--- src/rtl/ctrl_pkg.sv ---
// Shared definitions for the instruction control sequencer: opcodes, FSM states
// and the width of the per-step settle counter.
package ctrl_pkg;

    localparam logic [2:0] OP_MOV = 3'b000;
    localparam logic [2:0] OP_LDI = 3'b001;
    localparam logic [2:0] OP_ADD = 3'b010;
    localparam logic [2:0] OP_SUB = 3'b011;
    localparam logic [2:0] OP_NOP = 3'b100;

    localparam int CNT_W = 4;

    typedef enum logic [2:0] {
        S_IDLE,
        S_T1,
        S_T2,
        S_T3,
        S_PC,
        S_DONE
    } state_t;

    function automatic logic uses_rs(input logic [2:0] op);
        return (op == OP_MOV) || (op == OP_ADD) || (op == OP_SUB);
    endfunction

    function automatic logic uses_rd(input logic [2:0] op);
        return (op == OP_MOV) || (op == OP_LDI) || (op == OP_ADD) || (op == OP_SUB);
    endfunction

endpackage

--- src/rtl/reg_sel_dec.sv ---
// Binary register index to one-hot select, with a flag telling whether the
// index names a register that actually exists.
module reg_sel_dec #(
    parameter int NREGS = 8,
    parameter int IDX_W = $clog2(NREGS)
) (
    input  logic [IDX_W-1:0] i_idx,
    output logic [NREGS-1:0] o_onehot,
    output logic             o_in_range
);

    always_comb begin
        o_onehot = '0;
        for (int i = 0; i < NREGS; i++) begin
            o_onehot[i] = (32'(i_idx) == i);
        end
    end

    assign o_in_range = (32'(i_idx) < NREGS);

endmodule

--- src/rtl/instr_ctrl_fsm.sv ---
// Multi-instruction control sequencer: turns one decoded instruction into a
// timed series of single-driver bus transfers, then a PC increment and done.
module instr_ctrl_fsm
    import ctrl_pkg::*;
#(
    parameter int NREGS  = 8,
    parameter int SETTLE = 1,
    parameter int IDX_W  = $clog2(NREGS)
) (
    input  logic             clk,
    input  logic             reset,
    input  logic             i_start,
    input  logic [2:0]       i_opcode,
    input  logic [IDX_W-1:0] i_rd,
    input  logic [IDX_W-1:0] i_rs,
    output logic [NREGS-1:0] o_reg_out_en,
    output logic [NREGS-1:0] o_reg_load,
    output logic             o_imm_out,
    output logic             o_a_load,
    output logic             o_g_load,
    output logic             o_g_out,
    output logic             o_alu_sub,
    output logic             o_pc_inc,
    output logic             o_done,
    output logic             o_err,
    output logic             o_busy
);

    state_t             r_state;
    state_t             w_next_state;
    logic [CNT_W-1:0]   r_cnt;
    logic [CNT_W-1:0]   w_next_cnt;
    logic [2:0]         r_op;
    logic [IDX_W-1:0]   r_rd;
    logic [IDX_W-1:0]   r_rs;

    logic [2:0]         w_sel_op;
    logic [IDX_W-1:0]   w_sel_rd;
    logic [IDX_W-1:0]   w_sel_rs;
    logic [NREGS-1:0]   w_rd_oh;
    logic [NREGS-1:0]   w_rs_oh;
    logic               w_rd_ok;
    logic               w_rs_ok;
    logic               w_illegal;
    logic               w_last;
    logic               w_is_alu;

    // In IDLE the decoders look at the incoming fields so legality is known on
    // the accept edge; afterwards they follow the latched copies.
    assign w_sel_op = (r_state == S_IDLE) ? i_opcode : r_op;
    assign w_sel_rd = (r_state == S_IDLE) ? i_rd     : r_rd;
    assign w_sel_rs = (r_state == S_IDLE) ? i_rs     : r_rs;

    reg_sel_dec #(.NREGS(NREGS), .IDX_W(IDX_W)) u_rd_dec (
        .i_idx      (w_sel_rd),
        .o_onehot   (w_rd_oh),
        .o_in_range (w_rd_ok)
    );

    reg_sel_dec #(.NREGS(NREGS), .IDX_W(IDX_W)) u_rs_dec (
        .i_idx      (w_sel_rs),
        .o_onehot   (w_rs_oh),
        .o_in_range (w_rs_ok)
    );

    assign w_illegal = (w_sel_op > OP_NOP)
                     || (uses_rd(w_sel_op) && !w_rd_ok)
                     || (uses_rs(w_sel_op) && !w_rs_ok);

    assign w_last   = (r_cnt == CNT_W'(SETTLE - 1));
    assign w_is_alu = (r_op == OP_ADD) || (r_op == OP_SUB);

    always_ff @(posedge clk) begin
        if (!reset) begin
            r_state <= S_IDLE;
            r_cnt   <= '0;
            r_op    <= '0;
            r_rd    <= '0;
            r_rs    <= '0;
        end else begin
            r_state <= w_next_state;
            r_cnt   <= w_next_cnt;
            if ((r_state == S_IDLE) && i_start) begin
                r_op <= i_opcode;
                r_rd <= i_rd;
                r_rs <= i_rs;
            end
        end
    end

    // Illegal instructions and NOP skip straight to the PC step.
    always_comb begin
        w_next_state = r_state;
        w_next_cnt   = '0;
        case (r_state)
            S_IDLE: begin
                if (i_start) begin
                    w_next_state = (w_illegal || (i_opcode == OP_NOP)) ? S_PC : S_T1;
                end
            end
            S_T1: begin
                if (w_last) begin
                    w_next_state = w_is_alu ? S_T2 : S_PC;
                end else begin
                    w_next_cnt = r_cnt + CNT_W'(1);
                end
            end
            S_T2: begin
                if (w_last) begin
                    w_next_state = S_T3;
                end else begin
                    w_next_cnt = r_cnt + CNT_W'(1);
                end
            end
            S_T3: begin
                if (w_last) begin
                    w_next_state = S_PC;
                end else begin
                    w_next_cnt = r_cnt + CNT_W'(1);
                end
            end
            S_PC:    w_next_state = S_DONE;
            S_DONE:  w_next_state = S_IDLE;
            default: w_next_state = S_IDLE;
        endcase
    end

    // Out-enables span the whole step; loads fire only on its last cycle.
    always_comb begin
        o_reg_out_en = '0;
        o_reg_load   = '0;
        o_imm_out    = 1'b0;
        o_a_load     = 1'b0;
        o_g_load     = 1'b0;
        o_g_out      = 1'b0;
        o_alu_sub    = 1'b0;
        o_pc_inc     = 1'b0;
        o_done       = 1'b0;
        o_err        = 1'b0;
        o_busy       = (r_state != S_IDLE);
        case (r_state)
            S_T1: begin
                if (w_is_alu) begin
                    o_reg_out_en = w_rd_oh;
                    o_a_load     = w_last;
                end else if (r_op == OP_LDI) begin
                    o_imm_out  = 1'b1;
                    o_reg_load = w_last ? w_rd_oh : '0;
                end else begin
                    o_reg_out_en = w_rs_oh;
                    o_reg_load   = w_last ? w_rd_oh : '0;
                end
            end
            S_T2: begin
                o_reg_out_en = w_rs_oh;
                o_g_load     = w_last;
                o_alu_sub    = (r_op == OP_SUB);
            end
            S_T3: begin
                o_g_out    = 1'b1;
                o_reg_load = w_last ? w_rd_oh : '0;
            end
            S_PC:   o_pc_inc = 1'b1;
            S_DONE: begin
                o_done = 1'b1;
                o_err  = w_illegal;
            end
            default: ;
        endcase
    end

endmodule

--- config.mk ---
export PLATFORM = sky130hd
export DESIGN_NAME = instr_ctrl_fsm
export DESIGN_NICKNAME = d
export VERILOG_FILES = /design/src/rtl/ctrl_pkg.sv /design/src/rtl/reg_sel_dec.sv /design/src/rtl/instr_ctrl_fsm.sv
export SDC_FILE = /design/constraint.sdc
export NUM_CORES = 1
export LEC_CHECK = 0
export CORE_MARGIN = 8
export CORE_UTILIZATION = 37
export DETAILED_ROUTE_END_ITERATION = 10
export PLACE_DENSITY = 0.63
export SLEW_MARGIN = 20
export SYNTH_ARGS = -nofsm -noshare
export SYNTH_HDL_FRONTEND = slang
export SYNTH_SLANG_ARGS = --single-unit
--- constraint.sdc ---
create_clock -name clk -period 1.4 [get_ports clk]
set_input_delay 0.21 -clock clk [delete_from_list [all_inputs] [get_ports clk]]
set_output_delay 0.21 -clock clk [all_outputs]
set_load 0.005 [all_outputs]
==> metrics.md <==
| Metric | Value |
|---|---|
| Worst-path clk slew | `120 ps` |
| Drt first-iter violations | `100` |
| Final Skew | `11.05 ps` |
| Final net count | `roughly 270` |
| Async SR Flop Fraction | `0` |
| Final worst slack | `-574.6 ps` |
| Mapped Cells | `around 150` |
| Critical path capture point type | `primary output` |
| Sequential area share after synthesis | `0.2669` |
| Initial core utilization | `0.3898` |
| Share of cells above drive strength 1 | `0.6825` |
| Dpl cells | `270` |
| Core Rows | `20` |
| Yosys reg bits | `16` |
| # hold bufs at CTS | `0` |
| Startpoint class of the critical path | `register` |
| HPWL after DPL | `~3100 um` |
| Fillers | `roughly 190` |
| Hold Vio Cnt, Final | `0` |
| Via count of the routed design | `about 1.6k` |
| Die width | `72.95 um` |
| Number of synthesized flops with an enable pin | `0` |
| Synth unique cells | `between 40 and 50` |
| CTS tree | `built` |
| Tot GR Track Use | `0.1843` |
| Fin cells | `just under 300` |
| First-pass GRT wire length | `around 7700 um` |
| Class of the most critical setup path | `reg2out` |
| DR WL/cell | `18.52 um` |
| Pre-antenna DRT Iters | `4` |
| Period minus WS final | `about 2000 ps` |
| DRC viols | `0` |
| Final setup vio count | `41` |
| ANT cells | `0` |
| Slew Limit Fails | `0` |
| Failing checks | `negative setup slack` |
| Commonest non-fill, non-tap cells in the layout | `45 x buf_4, 22 x buf_2, 19 x buf_6` |
| Clk Latency, worst-skew pair | `310 ps` |
| Power Density | `just over 700 nW/um^2` |
| Fmax | `~0.5 GHz` |
| Unrepaired setup endpoints after global routing | `yes` |
| Syn_nets | `approximately 170` |
| Port-buffer cells | `36` |
| Commonest non-fill, non-tap cell in the layout | `buf_4` |
| Die area | `approximately 5300 um^2` |
| Ports | `37` |
| Syn avg cell area | `7.894 um^2` |
| Slew headroom | `0.7063` |
| Tcrit/Tclk final | `1.410` |
| Final ANT Viol Nets | `0` |
| Crit path DAT | `1760 ps` |
| Initial antenna violation count | `0` |
| H-tree depth | `1` |
| Multi-input gate area in the final layout | `~1100 um^2` |
| Worst-Margin Slew | `436.6 ps` |
| Longest Clk Path Bufs | `2` |
| Max VDD drop | `approximately 580 uV` |
| FF/Latch Area | `between 300 and 400 um^2` |
| Required time worst endpoint | `around 1200 ps` |
| Clk sinks | `16` |
| Vias in the first global route | `approximately 1.6k` |
| CTS Buf Count | `3` |
| HP Class | `in2reg` |
| Fin Setup TNS | `-14590 ps` |
| Main flop type after synthesis | `dfxtp_1` |
| Total global routing overflow | `0` |
| Crit-path max FO | `10` |
| Largest net degree at the start of global routing | `13` |
| Synthesized area | `approximately 1200 um^2` |
| Core region area | `between 3000 and 4000 um^2` |
| GPL Wtd Cong | `~0.84` |
| Status | `finished, violations left` |
| Total wire length | `5481 um` |
| Maxcap violations | `0` |
| Root Buffer | `clkbuf_4` |
| Vias per inst | `5.389` |
| Die Y | `between 70 and 80 um` |
| Yosys warns | `0` |
| Area Overhead vs Synth | `104.7%` |
| Leakage dissipation | `between 1 and 1.5 nW` |
-- worst max-delay path, stage by stage (launching register included) --
cell and delay [ps]:
dfxtp_2 350, buf_12 140, nor3_4 210, inv_2 120, mux2i_2 240, buf_4 160, o22ai_2 70, buf_2 150
-- path summary, 6_finish.rpt --
path / start / endpoint / slack (ps) / cells past startpoint
worst min register to register: r_rd[0] / r_rd[0] / 520 / 2
worst max-delay path: r_state[1] / o_reg_out_en[2] / -570 / 7
worst max register to register: r_state[0] / r_rd[0] / -250 / 7
worst min-delay path: i_opcode[0] / r_op[0] / 440 / 3
-- cell usage after synthesis (all sizes together), types with 3 or more instances --
master,n,area (um^2)
o22ai,9,56.30
nor4b,4,50.05
inv,8,30.03
nor3,8,51.30
nor2b,9,56.30
a31oi,3,18.77
a21oi,12,60.06
dfxtp,16,320.3
nand2,21,78.83
mux2i,6,60.06
buf,6,61.30
nand3,4,20.02
nor2,14,55.06
-- per-layer routing --
metal  wire [um]  vias up  GRT usage
li1            -      747          -
met1        2111      788     0.1876
met2        2932       45     0.3459
met3         255       15    0.04258
met4         181        0    0.08000
met5           0        -          0
-- stage by stage --
| step | utilization | area [um^2] | hold slack, ps | setup WS [ps] | total power [mW] |
|---|---|---|---|---|---|
| 6_report | 0.7980 | 2456 | 442.0 | -574.6 | 1.783 |
| 5_1_grt | 0.7980 | 2456 | 463.3 | -628.1 | 1.845 |
| 4_1_cts | 0.7268 | 2237 | 431.8 | -558.2 | 1.639 |
| 3_5_place_dp | 0.6224 | 1916 | 480.3 | -859.5 | 1.111 |
| 3_3_place_gp | 0.6224 | 1916 | 473.5 | -665.7 | 1.094 |
| 2_1_floorplan | - | 1206 | 346.0 | 20.03 | 0.8072 |
-- where the power goes --
group,total (mW),internal [mW],switching (mW)
Combinational,0.903,0.489,0.414
Clock,0.338,0.159,0.179
Sequential,0.543,0.486,0.0567
-- registers in the layout, summed over array words and instances (netlist names) --
signal,cells
r_state,3
r_rd,3
r_rs,3
r_cnt,4
r_op,3
-- logic make-up (layout without fill, tap and decap cells) --
family                     Yosys count  after routing  share of synthesized area
xor gates and xnor gates             2              2                    0.01460
AOI/OAI and AO/OA                   34             34                     0.1867
buffers and inverters               15            115                    0.07924
DFF                                 16             16                     0.2669
and+or+nand+nor                     76             76                     0.3723
adders and majority gates            2              2                    0.02085
muxes                                7              7                    0.05944
-- cell type report --
| type | instances | share of cell area |
|---|---|---|
| repair buffers | 102 | 0.3490 |
| inverters | 9 | 0.01477 |
| well taps | 44 | 0.02241 |
| multi-input cells | 121 | 0.4641 |
| clock buffers | 4 | 0.01477 |
| flip-flops and latches | 16 | 0.1350 |
-- repair_timing --
| item | CTS | global route |
|---|---|---|
| setup buffers | 15 | 7 |
| endpoints found under the setup margin | 41 | 41 |
| pin swaps | 22 | 25 |
| cloned | 1 | 0 |
| resized for setup | 174 | 39 |
Power figures use the tool's default switching activity.
